===== src/rtl/isram_loader_if.sv =====
// isram_loader_if: instruction word stream in, SRAM byte write port out
// Ports:
//   s_valid/s_word/s_ready : valid/ready stream of 4*N-bit instruction words
//   w_en/addr/data         : byte-wide SRAM write port (addr/data are 0 when w_en=0)
// master = producer/SRAM side, slave = loader side
interface isram_loader_if #(parameter int M = 10, parameter int N = 8);
  logic           s_valid;
  logic [4*N-1:0] s_word;
  logic           s_ready;
  logic           w_en;
  logic [M-1:0]   addr;
  logic [N-1:0]   data;
  modport master (output s_valid, s_word, input s_ready, w_en, addr, data);
  modport slave  (input s_valid, s_word, output s_ready, w_en, addr, data);
endinterface


===== src/rtl/isram_loader.sv =====
// isram_loader: serializes stream words into byte writes to the instruction SRAM and holds the core until the image is loaded
// Ports:
//   clk, rst            : clock, asynchronous active-high reset
//   start               : one-cycle load request, sampled in IDLE/DONE only
//   base_addr           : byte address of the first word (multiple of 4)
//   word_count          : number of words to load
//   bus (slave)         : word stream in, SRAM byte write port out
//   busy, done, err     : load in progress, last load finished, last start rejected
//   cpu_hold            : core held off while high
module isram_loader #(
  parameter int M = 10,
  parameter int N = 8
) (
  input  logic         clk,
  input  logic         rst,
  input  logic         start,
  input  logic [M-1:0] base_addr,
  input  logic [M-2:0] word_count,
  isram_loader_if.slave bus,
  output logic         busy,
  output logic         done,
  output logic         err,
  output logic         cpu_hold
);
  typedef enum logic [1:0] {IDLE, WAIT_WORD, WRITE, DONE} state_t;
  state_t         r_state, w_next;
  logic [M-1:0]   r_cur;
  logic [M-2:0]   r_rem;
  logic [1:0]     r_k;
  logic [4*N-1:0] r_sh;
  logic           r_err;
  logic           w_ctl;
  logic           w_hs;
  logic           w_bad;
  logic [M+1:0]   w_end;
  assign w_ctl = (r_state == IDLE) || (r_state == DONE);
  assign w_hs  = bus.s_valid && bus.s_ready;
  // end address in M+2 bits so an exact fit at 2**M is accepted and large counts never wrap
  assign w_end = {2'b00, base_addr} + {1'b0, word_count, 2'b00};
  assign w_bad = (|base_addr[1:0]) || (w_end > {2'b01, {M{1'b0}}});
  always_ff @(posedge clk or posedge rst)
    if (rst) r_state <= IDLE;
    else     r_state <= w_next;
  always_comb begin
    w_next = r_state;
    case (r_state)
      IDLE, DONE: if (start) w_next = (w_bad || word_count == '0) ? DONE : WAIT_WORD;
      WAIT_WORD:  if (w_hs) w_next = WRITE;
      WRITE:      if (r_k == 2'd3) w_next = (r_rem == (M-1)'(1)) ? DONE : WAIT_WORD;
      default:    w_next = IDLE;
    endcase
  end
  always_ff @(posedge clk or posedge rst)
    if (rst) begin
      r_cur <= '0;
      r_rem <= '0;
      r_k   <= '0;
      r_sh  <= '0;
      r_err <= 1'b0;
    end else begin
      if (w_ctl && start) begin
        r_cur <= base_addr;
        r_rem <= word_count;
        r_err <= w_bad;
      end
      if (w_hs) begin
        r_sh <= bus.s_word;
        r_k  <= '0;
      end
      // the shift register presents the MSB byte first, landing it at the lowest address
      if (r_state == WRITE) begin
        r_k  <= r_k + 2'd1;
        r_sh <= r_sh << N;
        if (r_k == 2'd3) begin
          r_cur <= r_cur + M'(4);
          r_rem <= r_rem - (M-1)'(1);
        end
      end
    end
  assign bus.s_ready = r_state == WAIT_WORD;
  assign bus.w_en    = r_state == WRITE;
  assign bus.addr    = bus.w_en ? r_cur + M'(r_k) : '0;
  assign bus.data    = bus.w_en ? r_sh[4*N-1 -: N] : '0;
  assign busy        = (r_state == WAIT_WORD) || (r_state == WRITE);
  assign done        = r_state == DONE;
  assign err         = r_err;
  assign cpu_hold    = !(done && !r_err);
endmodule


===== src/flat_wrapper.sv =====
// flat-port wrapper written by rule: the top's interface ports become plain ports
module isram_loader_flat 
#(
  parameter int M = 10,
  parameter int N = 8
)
  (clk, rst, start, base_addr, word_count, busy, done, err, cpu_hold, bus_s_valid, bus_s_word, bus_s_ready, bus_w_en, bus_addr, bus_data);
  isram_loader_if #(.M(M), .N(N)) bus_i ();
  input  logic clk;
  input  logic rst;
  input  logic start;
  input  logic [M-1:0] base_addr;
  input  logic [M-2:0] word_count;
  output logic busy;
  output logic done;
  output logic err;
  output logic cpu_hold;
  input wire logic [$bits(bus_i.s_valid)-1:0] bus_s_valid;
  input wire logic [$bits(bus_i.s_word)-1:0] bus_s_word;
  output wire logic [$bits(bus_i.s_ready)-1:0] bus_s_ready;
  output wire logic [$bits(bus_i.w_en)-1:0] bus_w_en;
  output wire logic [$bits(bus_i.addr)-1:0] bus_addr;
  output wire logic [$bits(bus_i.data)-1:0] bus_data;
  assign bus_i.s_valid = bus_s_valid;
  assign bus_i.s_word = bus_s_word;
  assign bus_s_ready = bus_i.s_ready;
  assign bus_w_en = bus_i.w_en;
  assign bus_addr = bus_i.addr;
  assign bus_data = bus_i.data;
  isram_loader #(.M(M), .N(N)) u_core (.clk(clk), .rst(rst), .start(start), .base_addr(base_addr), .word_count(word_count), .bus(bus_i), .busy(busy), .done(done), .err(err), .cpu_hold(cpu_hold));
endmodule

===== config.mk =====
export PLATFORM = sky130hd
export DESIGN_NAME = isram_loader_flat
export DESIGN_NICKNAME = d
export VERILOG_FILES = /design/src/rtl/isram_loader_if.sv /design/src/rtl/isram_loader.sv /design/src/flat_wrapper.sv
export SDC_FILE = /design/constraint.sdc
export NUM_CORES = 1
export LEC_CHECK = 0
export ABC_AREA = 1
export CAP_MARGIN = 15
export CORE_MARGIN = 2
export CORE_UTILIZATION = 25
export CTS_CLUSTER_DIAMETER = 200
export DETAILED_ROUTE_END_ITERATION = 7
export PLACE_DENSITY = 0.47
export SETUP_SLACK_MARGIN = 0.2
export SYNTH_ARGS = -nofsm -noshare
export SYNTH_HDL_FRONTEND = slang
export SYNTH_SLANG_ARGS = --single-unit

===== constraint.sdc =====
create_clock -name clk -period 1.5 [get_ports clk]
set_input_delay 0.225 -clock clk [delete_from_list [all_inputs] [get_ports clk]]
set_output_delay 0.225 -clock clk [all_outputs]
set_load 0.005 [all_outputs]

* After elaboration in Yosys (flattened, before gate mapping)
Index checks and enable logic that the tools add are counted.
Cells by class: $add $sub $neg 5, multiplexer cells 18, $lt $le $gt $ge 1, reduce and logical (&&, ||, !) cells 15, equal/unequal tests 8
Operators by type and width (number):
- 32-bit 2-to-1 mux | 2
- 10-bit 2-to-1 mux | 4
- 9-bit 2-to-1 mux | 3
- 2-bit 2-to-1 mux | 7
- 10-bit by 11-bit adder with 12-bit output | 1
- 12-bit by 11-bit greater-than comparator with 1-bit output (second input constant) | 1
- 10-bit by 2-bit adder with 10-bit output | 1
- 10-bit by 3-bit adder with 10-bit output (second input constant) | 1
- 9-bit by 1-bit equality test with 1-bit output (second input constant) | 1
- 9-bit logical NOT | 1
- 9-bit by 1-bit subtractor with 9-bit output (second input constant) | 1
- 8-bit 2-to-1 mux | 1
- 2-bit equality test (second input constant) | 3
- 2-bit != test (second input constant) | 3
- 2-bit case mux with 3 select lines | 1
- 1-bit logical OR | 4
- 2-bit OR reduction | 2
- 1-bit logical AND | 3
- 3-bit AND reduction | 1
- 2-bit by 1-bit adder with 2-bit output (second input constant) | 1
- 2-bit by 1-bit equality test with 1-bit output (second input constant) | 1
- 1-bit logical NOT | 2
- 2-bit logical NOT | 1
- 2-bit nonzero test | 1
Word-level totals: flip-flop bits (word level) 56, logic and storage cells 53

* Longest topological paths before layout
word-level depth 7, depth in mapped cells 14

* Least setup slack after synthesis
OpenSTA, ideal clock, no wires.
path type reg-to-output, from register u_core.r_state[0], to output port bus_addr[3], required time 1275 ps, arrival time 1471 ps, setup slack -196 ps, cell stages (with the launch flop) 8, path buffers 3, cell sequence dfrtp_1 inv_1 ha_1 buf_4 inv_2 buf_2 buf_2 nor3_1
On the way: longest elaborated chain between the ends 2
RTL lines:
- from (decl) | RTL line isram_loader.sv:26 | state_t r_state, w_next;
- from (signal assigned) | RTL line isram_loader.sv:43 | else r_state <= w_next;
- 2-bit equality test | RTL line isram_loader.sv:81 | assign bus.w_en = r_state == WRITE;
- net bus_w_en | RTL line flat_wrapper.sv:21 | output wire logic [$bits(bus_i.w_en)-1:0] bus_w_en;
- 10-bit 2-to-1 mux | RTL line isram_loader.sv:82 | assign bus.addr = bus.w_en ? r_cur + M'(r_k) : '0;
- to (decl) | RTL line flat_wrapper.sv:22 | output wire logic [$bits(bus_i.addr)-1:0] bus_addr;
The timed path passes the listed nets, and every way through them passes these cells.

* Worst setup path after layout
from register u_core.r_k[0], to output port bus_addr[7]
On the way: longest elaborated chain between the ends 2
RTL lines:
- from (decl) | RTL line isram_loader.sv:29 | logic [1:0] r_k;
- from (signal assigned) | RTL line isram_loader.sv:72 | r_k <= r_k + 2'd1;
- 10-bit by 2-bit adder with 10-bit output | RTL line isram_loader.sv:82
- 10-bit 2-to-1 mux | RTL line isram_loader.sv:82
No other way between the ends.

==> impl_metrics.yaml <==
floorplanning:
  coreArea_mm2: 0.0137
  num_rows: 43
  die_h_um: 122
  start_util_pct: 25.3
  dieArea_mm2: 0.0148
  die_w_um: 122
  io-pin-count: 79
clock_tree:
  cts_tree: "yes"
  cts_buffer_depth: 2
  post_cts_hold_buffer_count: 0
  clockRootBuffer: "clkbuf_16"
  clock_latency_ns: 0.30
  path_clk_slew_ns: 0.07
  clock-sinks: 56
  cts_buffers: 5
  cts_max_level: 2
setup_path:
  worstSetupPathDepth: 8
  r2r-start: "u_core.r_state[1]$_DFFE_PP0P_"
  crit_top_cell: "buf_6"
  cp_max_fo: 3
  crit_start: "u_core.r_k[0]$_DFFE_PP0P_"
  critPathTopFamily: "buffers and inverters"
  cpPeakStageDelay_ns: 0.42
  slowest_stage: "dfrtp_1"
  cp.required_ns: 1.27
  crit_buf_inv: 4
  rr_worst_depth: 14
  start_kind: "flop"
  rr_endpoint: "u_core.r_sh[30]$_DFFE_PP0P_"
  worstPathArrival_ns: 1.77
  rrSetupSlack_ns: -0.46
  crit_path_cell_trace: "ha_4 -> buf_6 -> a21oi_4 -> inv_2 -> buf_6 -> a21oi_2 -> nor3_4 -> buf_2"
  endpoint: "bus_addr[7]"
  path_class: "flop to output pin"
  cp-end-kind: "output pin"
outcome:
  status: "finished with violations"
  violations: "negative setup slack"
power_and_ir_drop:
  combPwrFrac_pct: 68.6
  p_total_mw: 13.6
  p_int_mw: 8.24
  seq_power_share_pct: 21.6
  p_leak_nw: 3.18
  vdd_drop_max_mv: 0.751
  switching_power_mw: 5.36
  p_per_area_mw_per_mm2: 1990
  swShare_pct: 39.4
  p_clk_share_pct: 9.9
sta:
  min_period_ns: 1.99
  fin_worst_skew_ns: 0.00376
  fmax_mhz: 502
  slew_headroom_pct: 79.8
  finalHoldViolCount: 0
  rsz0062_at_grt: "yes"
  worst_pin_slew_ns: 0.302
  finalCritPeriodShare_pct: 133
  fin_ws_ns: -0.492
  setup_violations: 77
  drv_slew: 0
layout:
  stdcell_count: 849
  nFillCells: 1262
  syn2layout_area_growth_pct: 96.9
  antennaDiodeCount: 0
  nets: 743
  layout-drive-gt1-share_pct: 48.4
synthesis:
  synth-seq-area-share_pct: 40.4
  yosys.cell_types.count: 38
  syn_area_per_cell_um2: 7.58
  syn_nets: 533
  yosysTopAreaCell: "dfrtp_1"
  ys.flop_type: "dfrtp_1"
  synth-edff-count: 0
  synthArstFlopShare_pct: 100
  yosysWarnings: 0
  yosysTopAreaCellShare_pct: 40.4
  synthCells: 458
  ys_top_cells_by_area: "dfrtp_1 40%, nand2_1 9.8%, nor2_1 7.9%"
  ys_seq_elements: 56
  syn_area_mm2: 0.00347
grt:
  grt_usage_pct: 16.7
  antenna_found_initial: 1
  grt_pass1_vias: 3896
  grt_start_max_net_pins: 28
  grt_overflow_total: 0
  grt_pass1_wl_um: 19500
placed_design:
  dp.cells: 778
  place_hpwl_um: 7830
  port_buffers: 78
  gp_congestion: 0.821
drt:
  ant_nets: 0
  drt_pass1_iterations: 4
  via_per_inst: 4.51
  drc: 0
  drtIter0Drc: 201
  num_vias: 3833
  wl_per_cell_um: 14.3
  routed_wl_um: 12200
job:
  drv_cap: 0
worst_hold_path:
  hp-class: "input pin to async pin"
[metrics by stage]
stage	setup slack, ns	util (%)	setup TNS, ns	instance area [um^2]	hold WS [ns]
after floorplan	-0.152	-	-0.251	3750	0.305
after global placement	-0.932	38.3	-8.32	5250	0.482
after detailed placement	-0.939	38.3	-8.47	5250	0.487
after CTS	-0.539	47.6	-20.51	6540	0.231
after global routing	-0.574	49.8	-27.22	6840	0.265
final	-0.492	49.8	-22.74	6840	0.230
[cells in the final DEF (no fill, tap or decap), drive strengths merged]
cell | netlist | final
buf | 10 | 164
nand3 | 12 | 12
nor4 | 3 | 3
clkinvlp | 0 | 1
clkdlybuf4s50 | 0 | 40
a21oi | 20 | 20
o21ai | 34 | 34
clkinv | 2 | 3
mux2 | 2 | 2
nor3 | 7 | 7
nor2 | 75 | 75
xor2 | 4 | 4
a22o | 7 | 7
a31oi | 2 | 2
inv | 64 | 64
a21boi | 1 | 1
a32oi | 1 | 1
a21o | 1 | 1
xnor2 | 2 | 2
dfrtp | 56 | 56
fa | 2 | 2
nand3b | 1 | 1
ha | 18 | 18
o21bai | 2 | 2
nand4 | 3 | 3
bufinv | 0 | 1
dlygate4sd2 | 0 | 11
o22ai | 31 | 31
clkbuf | 4 | 7
nand2 | 92 | 92
o211ai | 2 | 2
[kinds of logic after synthesis]
| family | Yosys count | synth area share [%] |
|---|---|---|
| AND/OR/NAND/NOR | 193 | 23.5 |
| multiplexers | 2 | 0.649 |
| buffers and inverters | 80 | 9.12 |
| XOR/XNOR | 6 | 1.51 |
| AO/OA/AOI/OAI | 101 | 17.2 |
| adder cells (fa/ha/maj) | 20 | 7.64 |
| flip-flops | 56 | 40.4 |
[per-layer routing]
layer  global-route usage (%)  part of all wire, %
met5                        0                 0.11
met4                     3.74                  1.4
met3                     2.48                  4.5
met1                     20.8                   43
met2                     30.2                   51
[final cells by class]
cell class | instances | area, um^2 | area share (%)
timing repair buffer | 216 | 2270 | 33.2
timing repair inverter | 1 | 11.3 | 0.165
tap | 180 | 225 | 3.29
clock buffer | 6 | 129 | 1.89
clock inverter | 2 | 35.0 | 0.513
inverter | 66 | 293 | 4.28
multi-input combinational | 322 | 2470 | 36.1
sequential | 56 | 1400 | 20.5
[power by group through the flow]
stage | combinational [mW] | sequential (mW) | clock, mW
2_1_floorplan | 3.64 | 2.76 | 0
3_3_place_gp | 5.93 | 2.78 | 0
3_5_place_dp | 6.01 | 2.80 | 0
4_1_cts | 8.50 | 2.88 | 1.37
5_1_grt | 10.1 | 3.02 | 1.43
6_report | 9.32 | 2.93 | 1.34
[worst register-to-register path: stages, from the launching register on]
cell and delay, ns:
dfrtp_1 0.43, buf_6 0.14, buf_6 0.11, buf_6 0.11, inv_4 0.05, ha_4 0.13, buf_6 0.10, nand2_4 0.05
buf_12 0.12, nor2_4 0.14, inv_6 0.09, buf_12 0.14, buf_16 0.13, o22ai_2 0.08, nor2_1 0.05
[timing repair]
item	CTS	global route
gates resized for setup	280	67
endpoints found under the setup margin	79	79
endpoints found under the hold margin	0	0
pin swaps	47	18
gates cloned	10	0
setup buffers	45	8
[synthesized netlist by cell type (5+ instances only)]
| master | number |
|---|---|
| nand2_1 | 91 |
| nor2_1 | 73 |
| inv_1 | 58 |
| dfrtp_1 | 56 |
| o22ai_1 | 31 |
| o21ai_0 | 30 |
| a21oi_1 | 19 |
| ha_1 | 18 |
| nand3_1 | 10 |
| buf_2 | 9 |
| a22o_1 | 7 |
| inv_2 | 6 |
| nor3_1 | 5 |
[registers in the layout, summed over array words and instances, names as in the netlist]
signal          count
u_core.r_sh        32
u_core.r_state      2
u_core.err          1
u_core.r_k          2
u_core.r_rem        9
u_core.r_cur       10
[how the worst min path moves through the flow]
| stage | endpoint | cells past startpoint |
|---|---|---|
| after floorplan | u_core.err$_DFFE_PP0P_ | 1 |
| after detailed placement | u_core.r_rem[0]$_DFF_PP0_ | 1 |
| final | u_core.r_sh[5]$_DFFE_PP0P_ | 2 |
| after global placement | u_core.r_rem[0]$_DFF_PP0_ | 1 |
| after global routing | u_core.r_sh[5]$_DFFE_PP0P_ | 2 |
| after CTS | u_core.r_cur[2]$_DFF_PP0_ | 3 |
(Power assumes the default switching activity.)
